<file path="src/rtl/mc_pkg.sv">
// Shared types for the multicycle MIPS controller: FSM states,
// opcode/funct codes and datapath mux/ALU encodings.
package mc_pkg;

  typedef logic        u1;
  typedef logic [31:0] u32;

  typedef enum logic [3:0] {
    S_FETCH   = 4'd0,
    S_DECODE  = 4'd1,
    S_MEMADR  = 4'd2,
    S_MEMRD   = 4'd3,
    S_MEMWB   = 4'd4,
    S_MEMWR   = 4'd5,
    S_RTYPEEX = 4'd6,
    S_ALUWB   = 4'd7,
    S_ADDIEX  = 4'd8,
    S_ADDIWB  = 4'd9,
    S_BRANCH  = 4'd10,
    S_JUMP    = 4'd11,
    S_ILLEGAL = 4'd12
  } state_t;

  localparam logic [5:0] OP_RTYPE = 6'b000000;
  localparam logic [5:0] OP_LW    = 6'b100011;
  localparam logic [5:0] OP_SW    = 6'b101011;
  localparam logic [5:0] OP_ADDI  = 6'b001000;
  localparam logic [5:0] OP_BEQ   = 6'b000100;
  localparam logic [5:0] OP_BNE   = 6'b000101;
  localparam logic [5:0] OP_J     = 6'b000010;

  localparam logic [5:0] FN_ADD = 6'b100000;
  localparam logic [5:0] FN_SUB = 6'b100010;
  localparam logic [5:0] FN_AND = 6'b100100;
  localparam logic [5:0] FN_OR  = 6'b100101;
  localparam logic [5:0] FN_SLT = 6'b101010;

  localparam logic [2:0] ALU_AND = 3'b000;
  localparam logic [2:0] ALU_OR  = 3'b001;
  localparam logic [2:0] ALU_ADD = 3'b010;
  localparam logic [2:0] ALU_SUB = 3'b110;
  localparam logic [2:0] ALU_SLT = 3'b111;

  localparam logic [1:0] SRCB_B     = 2'b00;
  localparam logic [1:0] SRCB_4     = 2'b01;
  localparam logic [1:0] SRCB_IMM   = 2'b10;
  localparam logic [1:0] SRCB_IMMSH = 2'b11;

  localparam logic [1:0] PC_ALU    = 2'b00;
  localparam logic [1:0] PC_ALUOUT = 2'b01;
  localparam logic [1:0] PC_JUMP   = 2'b10;

endpackage

</file>
<file path="src/rtl/mc_aludec.sv">
// R-type funct decoder: funct -> alucontrol, plus a legal flag.
// Ports: funct in; alucontrol, legal out.
module mc_aludec
  import mc_pkg::*;
(
  input  logic [5:0] funct,
  output logic [2:0] alucontrol,
  output logic       legal
);

  always_comb begin
    alucontrol = ALU_AND;
    legal      = 1'b1;
    unique case (1'b1)
      (funct == FN_ADD): alucontrol = ALU_ADD;
      (funct == FN_SUB): alucontrol = ALU_SUB;
      (funct == FN_AND): alucontrol = ALU_AND;
      (funct == FN_OR):  alucontrol = ALU_OR;
      (funct == FN_SLT): alucontrol = ALU_SLT;
      default:           legal      = 1'b0;
    endcase
  end

endmodule

</file>
<file path="src/rtl/mips_mc_controller.sv">
// Multicycle MIPS control FSM; Moore decode of state to datapath controls.
// Ports: clk, reset, op, funct, zero in; datapath enables/selects, illegal,
// state out. `define PERF_CNT_EN adds cycle_cnt/instret_cnt outputs.
module mips_mc_controller
  import mc_pkg::*;
#(
  parameter state_t RESET_STATE  = S_FETCH,
  parameter bit     TRAP_ILLEGAL = 1'b0
) (
  input  logic       clk,
  input  logic       reset,
  input  logic [5:0] op,
  input  logic [5:0] funct,
  input  logic       zero,
  output logic       pcen,
  output logic       iord,
  output logic       memwrite,
  output logic       irwrite,
  output logic       regdst,
  output logic       memtoreg,
  output logic       regwrite,
  output logic       alusrca,
  output logic [1:0] alusrcb,
  output logic [1:0] pcsrc,
  output logic [2:0] alucontrol,
  output logic       illegal,
`ifdef PERF_CNT_EN
  output logic [31:0] cycle_cnt,
  output logic [31:0] instret_cnt,
`endif
  output logic [3:0] state
);

  state_t     st;
  state_t     nxt;
  u1          pcwrite;
  u1          branch;
  u1          fn_legal;
  logic [2:0] fn_alu;

  mc_aludec u_aludec (
    .funct      (funct),
    .alucontrol (fn_alu),
    .legal      (fn_legal)
  );

  always_ff @(posedge clk) begin
    if (reset) st <= RESET_STATE;
    else       st <= nxt;
  end

  always_comb begin
    nxt        = st;
    pcwrite    = 1'b0;
    branch     = 1'b0;
    iord       = 1'b0;
    memwrite   = 1'b0;
    irwrite    = 1'b0;
    regdst     = 1'b0;
    memtoreg   = 1'b0;
    regwrite   = 1'b0;
    alusrca    = 1'b0;
    alusrcb    = SRCB_B;
    pcsrc      = PC_ALU;
    alucontrol = ALU_AND;
    illegal    = 1'b0;
    case (st)
      S_FETCH: begin
        irwrite    = 1'b1;
        alusrcb    = SRCB_4;
        alucontrol = ALU_ADD;
        pcwrite    = 1'b1;
        nxt        = S_DECODE;
      end
      S_DECODE: begin
        alusrcb    = SRCB_IMMSH;
        alucontrol = ALU_ADD;
        unique case (1'b1)
          (op == OP_LW),
          (op == OP_SW):    nxt = S_MEMADR;
          (op == OP_RTYPE): nxt = S_RTYPEEX;
          (op == OP_ADDI):  nxt = S_ADDIEX;
          (op == OP_BEQ),
          (op == OP_BNE):   nxt = S_BRANCH;
          (op == OP_J):     nxt = S_JUMP;
          default:          nxt = S_ILLEGAL;
        endcase
      end
      S_MEMADR: begin
        alusrca    = 1'b1;
        alusrcb    = SRCB_IMM;
        alucontrol = ALU_ADD;
        nxt        = (op == OP_SW) ? S_MEMWR : S_MEMRD;
      end
      S_MEMRD: begin
        iord = 1'b1;
        nxt  = S_MEMWB;
      end
      S_MEMWB: begin
        memtoreg = 1'b1;
        regwrite = 1'b1;
        nxt      = S_FETCH;
      end
      S_MEMWR: begin
        iord     = 1'b1;
        memwrite = 1'b1;
        nxt      = S_FETCH;
      end
      S_RTYPEEX: begin
        alusrca    = 1'b1;
        alucontrol = fn_alu;
        nxt        = fn_legal ? S_ALUWB : S_ILLEGAL;
      end
      S_ALUWB: begin
        regdst   = 1'b1;
        regwrite = 1'b1;
        nxt      = S_FETCH;
      end
      S_ADDIEX: begin
        alusrca    = 1'b1;
        alusrcb    = SRCB_IMM;
        alucontrol = ALU_ADD;
        nxt        = S_ADDIWB;
      end
      S_ADDIWB: begin
        regwrite = 1'b1;
        nxt      = S_FETCH;
      end
      S_BRANCH: begin
        alusrca    = 1'b1;
        alucontrol = ALU_SUB;
        pcsrc      = PC_ALUOUT;
        branch     = 1'b1;
        nxt        = S_FETCH;
      end
      S_JUMP: begin
        pcsrc   = PC_JUMP;
        pcwrite = 1'b1;
        nxt     = S_FETCH;
      end
      S_ILLEGAL: begin
        illegal = 1'b1;
        nxt     = TRAP_ILLEGAL ? S_ILLEGAL : S_FETCH;
      end
      default: nxt = S_FETCH;
    endcase
  end

  // bne takes the branch when the compare is non-zero
  assign pcen  = pcwrite | (branch & (zero ^ (op == OP_BNE)));
  assign state = st;

`ifdef PERF_CNT_EN
  always_ff @(posedge clk) begin
    if (reset) begin
      cycle_cnt   <= '0;
      instret_cnt <= '0;
    end else begin
      cycle_cnt <= cycle_cnt + 32'd1;
      if (nxt == S_FETCH && st != S_ILLEGAL)
        instret_cnt <= instret_cnt + 32'd1;
    end
  end
`endif

endmodule
</file>
<file path="config.mk">
export PLATFORM = sky130hd
export DESIGN_NAME = mips_mc_controller
export DESIGN_NICKNAME = d
export VERILOG_FILES = /design/src/rtl/mc_pkg.sv /design/src/rtl/mc_aludec.sv /design/src/rtl/mips_mc_controller.sv
export SDC_FILE = /design/constraint.sdc
export NUM_CORES = 1
export LEC_CHECK = 0
export ABC_AREA = 1
export ABC_CLOCK_PERIOD_IN_PS = 2100
export BUFFER_PORTS_ARGS = -buffer_cell sky130_fd_sc_hd__buf_2
export CORE_MARGIN = 1.5
export CORE_UTILIZATION = 35
export DETAILED_ROUTE_END_ITERATION = 16
export GPL_ROUTABILITY_DRIVEN = 0
export PLACE_DENSITY_LB_ADDON = 0.3
export SYNTH_ARGS = -nofsm -noshare
export SYNTH_HDL_FRONTEND = slang
export SYNTH_SLANG_ARGS = --single-unit
</file>
<file path="constraint.sdc">
create_clock -name clk -period 2.1 [get_ports clk]
set_clock_uncertainty 0.2 [all_clocks]
set_input_delay 0.42 -clock clk [delete_from_list [all_inputs] [get_ports clk]]
set_output_delay 0.42 -clock clk [all_outputs]
set_load 0.005 [all_outputs]
</file>
==> results of run 1 <==
## synth_stat cells
cell type | instances | area, um^2
sky130_fd_sc_hd__inv_1 | 19 | 71.3
sky130_fd_sc_hd__a21oi_2 | 1 | 8.76
sky130_fd_sc_hd__nand2_4 | 1 | 11.3
sky130_fd_sc_hd__a32oi_1 | 1 | 8.76
sky130_fd_sc_hd__a21oi_1 | 3 | 15.0
sky130_fd_sc_hd__inv_2 | 1 | 3.75
sky130_fd_sc_hd__nand2_1 | 26 | 97.6
sky130_fd_sc_hd__nor2_8 | 1 | 20.0
sky130_fd_sc_hd__nand4_1 | 2 | 12.5
sky130_fd_sc_hd__nor3_1 | 3 | 15.0
sky130_fd_sc_hd__nand3_1 | 8 | 40.0
sky130_fd_sc_hd__nor2_1 | 32 | 120
sky130_fd_sc_hd__o21ai_0 | 4 | 20.0
sky130_fd_sc_hd__dfxtp_1 | 4 | 80.1
sky130_fd_sc_hd__or2_4 | 1 | 8.76
sky130_fd_sc_hd__nand2b_1 | 1 | 6.26
sky130_fd_sc_hd__a21o_1 | 1 | 7.51
sky130_fd_sc_hd__nand3b_1 | 1 | 7.51
## worst min path at each step
stage	from	endpoint	slack, ns	depth (start not counted)
CTS	reset	state[0]	0.18	2
global route	reset	state[1]	0.18	2
floorplan	reset	state[0]	0.29	1
global placement	reset	state[0]	0.42	2
detailed placement	reset	state[0]	0.42	2
finish	reset	state[0]	0.18	2
## placed cells by master (no fill, tap or decap)
cell type / instances
sky130_fd_sc_hd__a21o_1: 1
sky130_fd_sc_hd__a21oi_1: 2
sky130_fd_sc_hd__a21oi_2: 2
sky130_fd_sc_hd__a32oi_1: 1
sky130_fd_sc_hd__buf_2: 34
sky130_fd_sc_hd__clkbuf_4: 3
sky130_fd_sc_hd__dfxtp_1: 1
sky130_fd_sc_hd__dfxtp_2: 3
sky130_fd_sc_hd__inv_1: 17
sky130_fd_sc_hd__inv_2: 3
sky130_fd_sc_hd__nand2_1: 25
sky130_fd_sc_hd__nand2_2: 1
sky130_fd_sc_hd__nand2_4: 1
sky130_fd_sc_hd__nand2b_1: 1
sky130_fd_sc_hd__nand3_1: 7
sky130_fd_sc_hd__nand3_2: 1
sky130_fd_sc_hd__nand3b_1: 1
sky130_fd_sc_hd__nand4_1: 2
sky130_fd_sc_hd__nor2_1: 30
sky130_fd_sc_hd__nor2_2: 2
sky130_fd_sc_hd__nor2_8: 1
sky130_fd_sc_hd__nor3_1: 3
sky130_fd_sc_hd__o21ai_0: 4
sky130_fd_sc_hd__or2_4: 1
## critical path, delay by kind of cell, from the launching register on
kind | cells | cell delay [ns]
buffers and inverters | 3 | 0.24
DFF | 1 | 0.35
and+or+nand+nor | 5 | 0.56
## power by group
group          switching [mW]  internal [mW]
combinational           0.234          0.169
clock                  0.0307         0.0639
sequential             0.0219         0.0994
## layout make-up
cell class	count	area, um^2	share of cell area (%)
clock buffer	3	22.5	2.86
inverter	20	75.1	9.54
tap	16	20.0	2.54
sequential	4	83.8	10.7
timing repair buffer	34	170	21.6
multi-input combinational	86	415	52.8
## through the flow
stage               total power, mW  std cells  setup slack [ns]  cell area (um^2)
finish                        0.619        163            0.0939               787
global route                  0.684        163           0.00767               787
CTS                           0.607        163            0.0101               767
detailed placement            0.511        160             0.221               744
global placement              0.509        160             0.211               744
floorplan                     0.360        110             0.435               554
## cell families (layout without fill, tap and decap cells)
family	after synthesis	after routing	share of synthesized area, %
buffers and inverters	20	57	13.5
DFF	4	4	14.4
AOI/OAI and AO/OA	10	10	10.8
and+or+nand+nor	76	76	61.2
## timing repair
action / 4_1_cts / 5_1_grt
resized for setup: 0 / 10
endpoints found under the setup margin: 0 / 3
buffers inserted: 0 / 0
## per-layer routing
metal	track usage, %	wire length, um
met1	19.4	597
met2	32.7	725
met3	1.28	80
met4	5.63	0
met5	0	0
==> load_flow_metrics.sql, run 1 <==
INSERT INTO impl_metrics (metric_group, metric, value, unit) VALUES
('grt', 'globalRouteOverflowTotal', '0', ''),
('timing', 'timing.final.setup_violations', '0', ''),
('clock_tree', 'clk_pin_slew_worst_paths', '0.04', 'ns'),
('cells_and_area', 'post_route_cells_drive_above_1_share', '35.4', '%'),
('clock_tree', 'clockBufferDepth', '2', ''),
('timing', 'final-hold-violation-count', '0', ''),
('place', 'hpwl_after_detailed_placement', '1.24', 'mm'),
('synth', 'syn_area', '554', 'um^2'),
('clock_tree', 'cts.sink_count', '4', ''),
('clock_tree', 'clock-root-buffer', 'sky130_fd_sc_hd__clkbuf_4', ''),
('critical_path', 'crit_required', '1.48', 'ns'),
('critical_path', 'crit_end', 'alucontrol[1]', ''),
('critical_path', 'path_max_fanout', '5', ''),
('drt', 'routedWlPerCell', '8.60', 'um'),
('drt', 'detail-route-antenna-nets', '0', ''),
('clock_tree', 'tritoncts.num_buffers', '3', ''),
('timing', 'rsz0062_at_grt', 'no', ''),
('critical_path', 'timing.rr.start', 'state[0]', ''),
('floorplan', 'std_cell_rows', '14', ''),
('grt', 'first_global_vias', '656', ''),
('cells_and_area', 'area_growth_syn_to_layout', '42.0', '%'),
('pwr', 'leakage', '0.473', 'nW'),
('drt', 'dr.first_iter.drc_count', '19', ''),
('grt', 'wire_length_of_the_first_global_routing_pass', '2.50', 'mm'),
('timing', 'worst_pin_slew', '0.357', 'ns'),
('floorplan', 'initial_core_util', '37.2', '%'),
('clock_tree', 'clk_latency', '0.23', 'ns'),
('flow_run', 'timing.max_cap.violations', '0', ''),
('drt', 'viasPerCell', '4.66', ''),
('floorplan', 'die-height', '42.8', 'um'),
('drt', 'detailed_routing_iterations_pass_1', '4', ''),
('grt', 'grt_max_degree', '9', ''),
('cells_and_area', 'nets', '164', ''),
('timing', 'final_worst_path_period_need', '2.01', 'ns'),
('floorplan', 'io_pins', '35', ''),
('drt', 'totalWireLength', '1.40', 'mm'),
('critical_path', 'cp_data_arrival_time', '1.39', 'ns'),
('pwr', 'vdd_ir_drop_max', '0.000336', 'V'),
('critical_path', 'worst_r2r_path_depth', '7', ''),
('critical_path', 'end_kind', 'primary output', ''),
('floorplan', 'fp.dieArea', '1830', 'um^2'),
('pwr', 'power.density', '787', 'nW/um^2'),
('clock_tree', 'h_tree_lvls', '1', ''),
('synth', 'seq_area_frac_synth', '14.4', '%'),
('synth', 'yosys_warnings', '0', ''),
('critical_path', 'timing.reg2reg.setup_slack', '0.76', 'ns'),
('place', 'port-buffer-count', '34', ''),
('timing', 'timing.final.crit_share', '95.5', '%'),
('clock_tree', 'tritoncts_clock_tree', 'yes', ''),
('drt', 'route.vias.total', '759', ''),
('floorplan', 'die_width', '42.8', 'um'),
('synth', 'avgSynthCellArea', '5.04', 'um^2'),
('clock_tree', 'holdBufCountCts', '0', ''),
('critical_path', 'library_cell_contributing_the_largest_single_delay_on_the_critical_path', 'sky130_fd_sc_hd__dfxtp_2', ''),
('cells_and_area', 'utilization', '52.9', '%'),
('critical_path', 'cp_slowest_stage_delay', '0.35', 'ns'),
('cells_and_area', 'fillerInstances', '167', ''),
('critical_path', 'critical_path_class', 'flop to primary output', ''),
('critical_path', 'cp-startpoint', 'state[0]', ''),
('synth', 'post_synth_inst_count', '110', ''),
('drt', 'remaining_drc_errors', '0', ''),
('status', 'run_status', 'finished, final reports clean', ''),
('synth', 'ys_ff_latch', '4', ''),
('grt', 'grt_antenna_before_repair', '0', ''),
('timing', 'relSlewSlack', '76.0', '%'),
('cells_and_area', 'antenna_cells', '0', ''),
('timing', 'fin_worst_hold_slack', '0.175', 'ns'),
('grt', 'grt_use_total', '17.1', '%'),
('worst_hold_path', 'holdCritPathClass', 'input pin to flop', ''),
('critical_path', 'cp-start-kind', 'flop', ''),
('timing', 'max_clock_freq', '0.498', 'GHz'),
('critical_path', 'timing.critical_path.cells', 'inv_2, or2_4, nor2_8, inv_1, nand2_1, nor2_1, nand3_1, buf_2', ''),
('floorplan', 'floorplan.core_area', '1490', 'um^2'),
('timing', 'fin_tns_setup', '0', 'ns'),
('critical_path', 'timing.rr.end', 'state[0]', ''),
('cells_and_area', 'max_ffs_per_register', '4', ''),
('synth', 'postSynthNetCount', '125', ''),
('synth', 'yosysUniqueCellTypes', '18', ''),
('timing', 'report.final.slew_viol_count', '0', '');
(Power assumes the default switching activity.)
==> inputs of run 2 (changes only) <==
--- a/config.mk
+++ b/config.mk
@@ -8,8 +8,11 @@
 export ABC_AREA = 1
 export ABC_CLOCK_PERIOD_IN_PS = 2100
 export BUFFER_PORTS_ARGS = -buffer_cell sky130_fd_sc_hd__buf_2
+export CELL_PAD_IN_SITES_DETAIL_PLACEMENT = 1
+export CELL_PAD_IN_SITES_GLOBAL_PLACEMENT = 1
 export CORE_MARGIN = 1.5
-export CORE_UTILIZATION = 35
+export CORE_UTILIZATION = 28
+export CTS_BUF_LIST = sky130_fd_sc_hd__clkbuf_8
 export DETAILED_ROUTE_END_ITERATION = 16
 export GPL_ROUTABILITY_DRIVEN = 0
 export PLACE_DENSITY_LB_ADDON = 0.3
==> run 2 against run 1 <==
Total power grew 15%; hold slack gained 0.045 ns; setup slack lost 0.032 ns; largest cell class unchanged; via count grew 5.8%; flip-flop and latch count is the same; cell count grew 5.5%; sequential power grew 7%; die area grew 23%; clock-buffer cell count is the same; critical path depth is the same; non-clock buffer count is the same; utilization shrank 6.6 points.
==> load_flow_metrics.sql, run 2 (synthesis results as in run 1) <==
INSERT INTO impl_metrics (metric_group, metric, value, unit) VALUES
('floorplan', 'die-height', '47.5', 'um'),
('pwr', 'power.density', '864', 'nW/um^2'),
('timing', 'final_worst_path_period_need', '2.04', 'ns'),
('timing', 'timing.final.setup_violations', '0', ''),
('critical_path', 'crit_end', 'alucontrol[1]', ''),
('critical_path', 'worst_path_most_repeated_cell', 'sky130_fd_sc_hd__nor2_1', ''),
('clock_tree', 'clockBufferDepth', '2', ''),
('critical_path', 'critical_path_class', 'flop to primary output', ''),
('floorplan', 'std_cell_rows', '15', ''),
('timing', 'fin_worst_hold_slack', '0.220', 'ns'),
('clock_tree', 'tritoncts.num_buffers', '3', ''),
('grt', 'wire_length_of_the_first_global_routing_pass', '2.93', 'mm'),
('critical_path', 'path_max_fanout', '4', ''),
('grt', 'globalRouteOverflowTotal', '0', ''),
('worst_hold_path', 'holdCritPathClass', 'input pin to flop', ''),
('clock_tree', 'cts_setup_buffers', '0', ''),
('pwr', 'leakage', '0.481', 'nW'),
('clock_tree', 'cts.sink_count', '4', ''),
('floorplan', 'fp.dieArea', '2260', 'um^2'),
('critical_path', 'crit_required', '1.48', 'ns'),
('grt', 'grt_antenna_before_repair', '0', ''),
('cells_and_area', 'nets', '164', ''),
('cells_and_area', 'layout.cells.most_common', 'sky130_fd_sc_hd__buf_2', ''),
('floorplan', 'die_width', '47.5', 'um'),
('drt', 'route.vias.total', '803', ''),
('floorplan', 'floorplan.core_area', '1780', 'um^2'),
('worst_hold_path', 'min-delay-start', 'reset', ''),
('pwr', 'vdd_ir_drop_max', '0.000686', 'V'),
('cells_and_area', 'layout.cells.most_common_list', '34 x sky130_fd_sc_hd__buf_2, 29 x sky130_fd_sc_hd__nor2_1, 24 x sky130_fd_sc_hd__nand2_1', ''),
('timing', 'relSlewSlack', '75.5', '%'),
('drt', 'remaining_drc_errors', '0', ''),
('grt', 'grt_use_total', '18.1', '%'),
('place', 'port-buffer-count', '34', ''),
('cells_and_area', 'fillerInstances', '283', ''),
('cells_and_area', 'post_route_cells_drive_above_1_share', '36.7', '%'),
('critical_path', 'library_cell_contributing_the_largest_single_delay_on_the_critical_path', 'sky130_fd_sc_hd__dfxtp_2', ''),
('drt', 'totalWireLength', '1.96', 'mm'),
('critical_path', 'timing.rr.end', 'state[0]', ''),
('timing', 'final-hold-violation-count', '0', ''),
('status', 'run_status', 'finished, final reports clean', ''),
('drt', 'detail-route-antenna-nets', '0', ''),
('critical_path', 'cp-start-kind', 'flop', ''),
('critical_path', 'end_kind', 'primary output', ''),
('critical_path', 'cp_data_arrival_time', '1.42', 'ns'),
('drt', 'dr.first_iter.drc_count', '3', ''),
('critical_path', 'timing.rr.start', 'state[2]', ''),
('critical_path', 'timing.reg2reg.setup_slack', '0.70', 'ns'),
('cells_and_area', 'register_area', '90.1', 'um^2'),
('critical_path', 'cp-startpoint', 'state[3]', ''),
('timing', 'timing.final.crit_share', '97.1', '%'),
('clock_tree', 'clk_latency', '0.21', 'ns'),
('grt', 'grt_max_degree', '9', ''),
('timing', 'max_clock_freq', '0.491', 'GHz'),
('clock_tree', 'h_tree_lvls', '1', ''),
('timing', 'worst_pin_slew', '0.365', 'ns'),
('grt', 'first_global_vias', '706', ''),
('timing', 'report.final.slew_viol_count', '0', ''),
('clock_tree', 'clk_pin_slew_worst_paths', '0.03', 'ns'),
('place', 'hpwl_after_detailed_placement', '1.57', 'mm'),
('cells_and_area', 'antenna_cells', '0', ''),
('clock_tree', 'tritoncts_clock_tree', 'yes', ''),
('pwr', 'tot_pwr', '712', 'uW'),
('cells_and_area', 'area_growth_syn_to_layout', '48.8', '%'),
('cells_and_area', 'multiInputGateArea', '417', 'um^2'),
('floorplan', 'initial_core_util', '31.1', '%'),
('cells_and_area', 'max_ffs_per_register', '4', ''),
('drt', 'viasPerCell', '4.67', ''),
('clock_tree', 'clock-root-buffer', 'sky130_fd_sc_hd__clkbuf_8', ''),
('critical_path', 'timing.critical_path.cells', 'inv_2, nand2_4, nor2_1, nor2_1, nand2_2, nor2_1, nand3_1, buf_2', ''),
('critical_path', 'cp_slowest_stage_delay', '0.37', 'ns'),
('flow_run', 'timing.max_cap.violations', '0', ''),
('critical_path', 'worst_r2r_path_depth', '7', ''),
('drt', 'routedWlPerCell', '11.4', 'um'),
('drt', 'detailed_routing_iterations_pass_1', '4', ''),
('floorplan', 'io_pins', '35', '');
-- run 2: critical path: cells and delay by family, from the launching register on --
kind                   cells  cell delay, ns
DFF                        1            0.37
buffers and inverters      2            0.21
and+or+nand+nor            6            0.63
-- run 2: worst min path at each step --
| stage | cells after the start | slack (ns) | end |
|---|---|---|---|
| after floorplan | 1 | 0.29 | state[0] |
| after global placement | 2 | 0.43 | state[0] |
| after detailed placement | 2 | 0.44 | state[2] |
| after CTS | 2 | 0.22 | state[1] |
| after global routing | 2 | 0.22 | state[0] |
| final | 2 | 0.22 | state[2] |
-- run 2: area by class of cell --
type | instances | area share (%)
multi-input combinational | 86 | 50.5
sequential | 4 | 10.9
inverter | 20 | 9.10
tap | 25 | 3.79
timing repair buffer | 34 | 20.6
clock buffer | 3 | 5.01
-- run 2: power breakdown --
| part | switching [mW] | internal (mW) |
|---|---|---|
| Sequential | 0.0271 | 0.103 |
| Clock | 0.0343 | 0.122 |
| Combinational | 0.255 | 0.172 |
| Total | 0.316 | 0.396 |
-- run 2: routing by layer --
metal  vias up  routed length [um]  global-route usage (%)
met2        27                 983                    34.6
met3         2                  88                    3.77
met5         -                   0                       0
li1        416                   -                       -
met4         0                  40                       0
met1       358                 845                    21.9
-- run 2: through the flow --
stage / setup slack [ns] / utilization, % / TNS [ns] / cell area (um^2) / cells
after floorplan: 0.435 / - / 0 / 554 / 110
after global placement: 0.217 / 42.4 / 0 / 756 / 169
after detailed placement: 0.134 / 42.4 / 0 / 756 / 169
after CTS: 0.0201 / 45.1 / 0 / 803 / 172
after global routing: -0.0226 / 46.2 / -0.0226 / 825 / 172
final: 0.0618 / 46.2 / 0 / 825 / 172
-- run 2: timing repair --
action | CTS | global route
hold buffers | 0 | 0
pin swaps | 0 | 2
setup endpoints to repair | 1 | 4
endpoints found under the hold margin | 0 | 0
gates resized for setup | 2 | 12
==> inputs of run 3 (changes only) <==
--- a/config.mk
+++ b/config.mk
@@ -8,6 +8,7 @@
 export ABC_AREA = 1
 export ABC_CLOCK_PERIOD_IN_PS = 2100
 export BUFFER_PORTS_ARGS = -buffer_cell sky130_fd_sc_hd__buf_2
+export CAP_MARGIN = 5
 export CELL_PAD_IN_SITES_DETAIL_PLACEMENT = 1
 export CELL_PAD_IN_SITES_GLOBAL_PLACEMENT = 1
 export CORE_MARGIN = 1.5
@@ -15,6 +16,7 @@
 export CTS_BUF_LIST = sky130_fd_sc_hd__clkbuf_8
 export DETAILED_ROUTE_END_ITERATION = 16
 export GPL_ROUTABILITY_DRIVEN = 0
+export GPL_TIMING_DRIVEN = 0
 export PLACE_DENSITY_LB_ADDON = 0.3
 export SYNTH_ARGS = -nofsm -noshare
 export SYNTH_HDL_FRONTEND = slang
==> run 3 against run 2 <==
Clock-buffer cell count unchanged; combinational power up 2%; critical endpoint unchanged; global-route usage up 1.7 points; sequential share of layout area down 0.53 points; die area unchanged; non-clock buffer count up 1; fmax up 2.6%; routed wire length up 3.6%; clock power up 8%.
==> load_flow_metrics.sql, run 3 (synthesis results as in run 1) <==
INSERT INTO impl_metrics (metric_group, metric, value, unit) VALUES
('cells_and_area', 'final_design_area_no_fill', '831', 'um^2'),
('floorplan', 'fp.dieArea', '2260', 'um^2'),
('cells_and_area', 'area_growth_syn_to_layout', '49.9', '%'),
('clock_tree', 'clock-root-buffer', 'sky130_fd_sc_hd__clkbuf_8', ''),
('grt', 'wire_length_of_the_first_global_routing_pass', '3.08', 'mm'),
('flow_run', 'timing.max_cap.violations', '0', ''),
('drt', 'detailed_routing_iterations_pass_1', '4', ''),
('worst_hold_path', 'holdCritPathClass', 'input pin to flop', ''),
('timing', 'worst_pin_slew', '0.310', 'ns'),
('critical_path', 'cp_slowest_stage_delay', '0.36', 'ns'),
('timing', 'max_clock_freq', '0.503', 'GHz'),
('grt', 'first_global_vias', '720', ''),
('critical_path', 'end_kind', 'primary output', ''),
('cells_and_area', 'layout.cells.most_common_list', '34 x sky130_fd_sc_hd__buf_2, 29 x sky130_fd_sc_hd__nor2_1, 25 x sky130_fd_sc_hd__nand2_1', ''),
('pwr', 'power.density', '874', 'nW/um^2'),
('cells_and_area', 'post_route_cells_drive_above_1_share', '37.2', '%'),
('clock_tree', 'tritoncts_clock_tree', 'yes', ''),
('critical_path', 'crit_required', '1.48', 'ns'),
('drt', 'routedWlPerCell', '11.7', 'um'),
('clock_tree', 'clockBufferDepth', '2', ''),
('critical_path', 'critical_path_class', 'flop to primary output', ''),
('drt', 'detail-route-antenna-nets', '0', ''),
('critical_path', 'cp-start-kind', 'flop', ''),
('pwr', 'leakage', '0.484', 'nW'),
('floorplan', 'io_pins', '35', ''),
('pwr', 'power.sequential.fraction', '17.0', '%'),
('floorplan', 'std_cell_rows', '15', ''),
('grt', 'grt_antenna_before_repair', '0', ''),
('clock_tree', 'cts.sink_count', '4', ''),
('timing', 'timing.final.setup_violations', '0', ''),
('cells_and_area', 'antenna_cells', '0', ''),
('drt', 'remaining_drc_errors', '0', ''),
('place', 'port-buffer-count', '34', ''),
('floorplan', 'initial_core_util', '31.1', '%'),
('timing', 'final-hold-violation-count', '0', ''),
('floorplan', 'die-height', '47.5', 'um'),
('drt', 'dr.first_iter.drc_count', '8', ''),
('timing', 'final_worst_path_period_need', '1.99', 'ns'),
('grt', 'globalRouteOverflowTotal', '0', ''),
('critical_path', 'timing.critical_path.cells', 'inv_2, or2_4, nor2_8, inv_1, nand2_1, nor2_1, nand3_1, buf_2', ''),
('pwr', 'cellInternalPower', '402', 'uW'),
('place', 'hpwl_after_detailed_placement', '1.62', 'mm'),
('floorplan', 'floorplan.core_area', '1780', 'um^2'),
('cells_and_area', 'layout.cells.most_common', 'sky130_fd_sc_hd__buf_2', ''),
('cells_and_area', 'max_ffs_per_register', '4', ''),
('clock_tree', 'h_tree_lvls', '1', ''),
('drt', 'route.vias.total', '810', ''),
('drt', 'viasPerCell', '4.68', ''),
('status', 'run_status', 'finished, final reports clean', ''),
('cells_and_area', 'nets', '165', ''),
('clock_tree', 'tritoncts.num_buffers', '3', ''),
('timing', 'relSlewSlack', '79.3', '%'),
('timing', 'timing.final.crit_share', '94.6', '%'),
('pwr', 'net_switching_fraction_of_the_power', '44.6', '%'),
('drt', 'totalWireLength', '2.03', 'mm'),
('pwr', 'tot_pwr', '726', 'uW'),
('pwr', 'vdd_ir_drop_max', '0.000402', 'V'),
('timing', 'report.final.slew_viol_count', '0', ''),
('floorplan', 'die_width', '47.5', 'um'),
('critical_path', 'path_max_fanout', '5', ''),
('place', 'placed_cells', '169', ''),
('grt', 'grt_max_degree', '9', ''),
('place', 'place_area', '756', 'um^2'),
('critical_path', 'cp_data_arrival_time', '1.37', 'ns'),
('grt', 'grt_use_total', '19.8', '%'),
('pwr', 'power.switching', '324', 'uW'),
('pwr', 'power.combinational.fraction', '59.9', '%'),
('pwr', 'clkPwrFrac', '23.1', '%'),
('clock_tree', 'clk_pin_slew_worst_paths', '0.04', 'ns'),
('critical_path', 'library_cell_contributing_the_largest_single_delay_on_the_critical_path', 'sky130_fd_sc_hd__dfxtp_2', ''),
('clock_tree', 'clk_latency', '0.22', 'ns'),
('cells_and_area', 'layoutNonFillerInstCount', '173', '');
## run 3: what timing repair did
| action | CTS | global route |
|---|---|---|
| buffers inserted | 0 | 1 |
| pin swaps | 0 | 2 |
| resized for setup | 2 | 11 |
| hold buffers | 0 | 0 |
| setup endpoints to repair | 2 | 4 |
## run 3: worst paths after layout
kind,slack [ns],cells past startpoint,to,startpoint
hold reg to reg,0.51,4,state[2],state[0]
setup reg to reg,0.71,7,state[0],state[0]
hold / removal,0.21,2,state[2],reset
setup / recovery,0.11,8,alucontrol[1],state[0]
## run 3: per-layer routing
layer	GRT usage (%)	up-vias	share of wire, %
met1	21.7	360	40
met2	36.8	29	54
met5	0	-	0
li1	-	421	-
met3	4.91	0	6.2
met4	6.67	0	0
## run 3: area by class of cell
type                            instances  area (um^2)
Clock buffer                            3         41.3
Timing Repair Buffer                   35          178
Tap cell                               25         31.3
Fill cell                             282          952
Multi-Input combinational cell         86          419
Sequential cell                         4         86.3
Inverter                               20         75.1
## run 3: worst max-delay path: cells and delay by family, from the launching register on
kind                   cells  cell delay (ns)
buffers and inverters      3             0.24
flip-flops                 1             0.36
AND/OR/NAND/NOR            5             0.55
## run 3: power by group through the flow
| stage | Combinational (mW) | Sequential (mW) | Clock (mW) |
|---|---|---|---|
| global placement | 0.394 | 0.117 | 0 |
| detailed placement | 0.409 | 0.118 | 0 |
| global route | 0.488 | 0.127 | 0.179 |
| CTS | 0.413 | 0.117 | 0.171 |
| finish | 0.435 | 0.123 | 0.168 |
| floorplan | 0.244 | 0.116 | 0 |
## run 3: per-stage QoR
step / hold slack (ns) / TNS, ns / worst slack (ns) / utilization (%)
finish: 0.208 / 0 / 0.113 / 46.6
detailed placement: 0.429 / 0 / 0.141 / 42.4
floorplan: 0.289 / 0 / 0.435 / -
global placement: 0.432 / 0 / 0.217 / 42.4
CTS: 0.206 / 0 / 0.0122 / 45.1
global route: 0.216 / -0.00718 / -0.00718 / 46.6
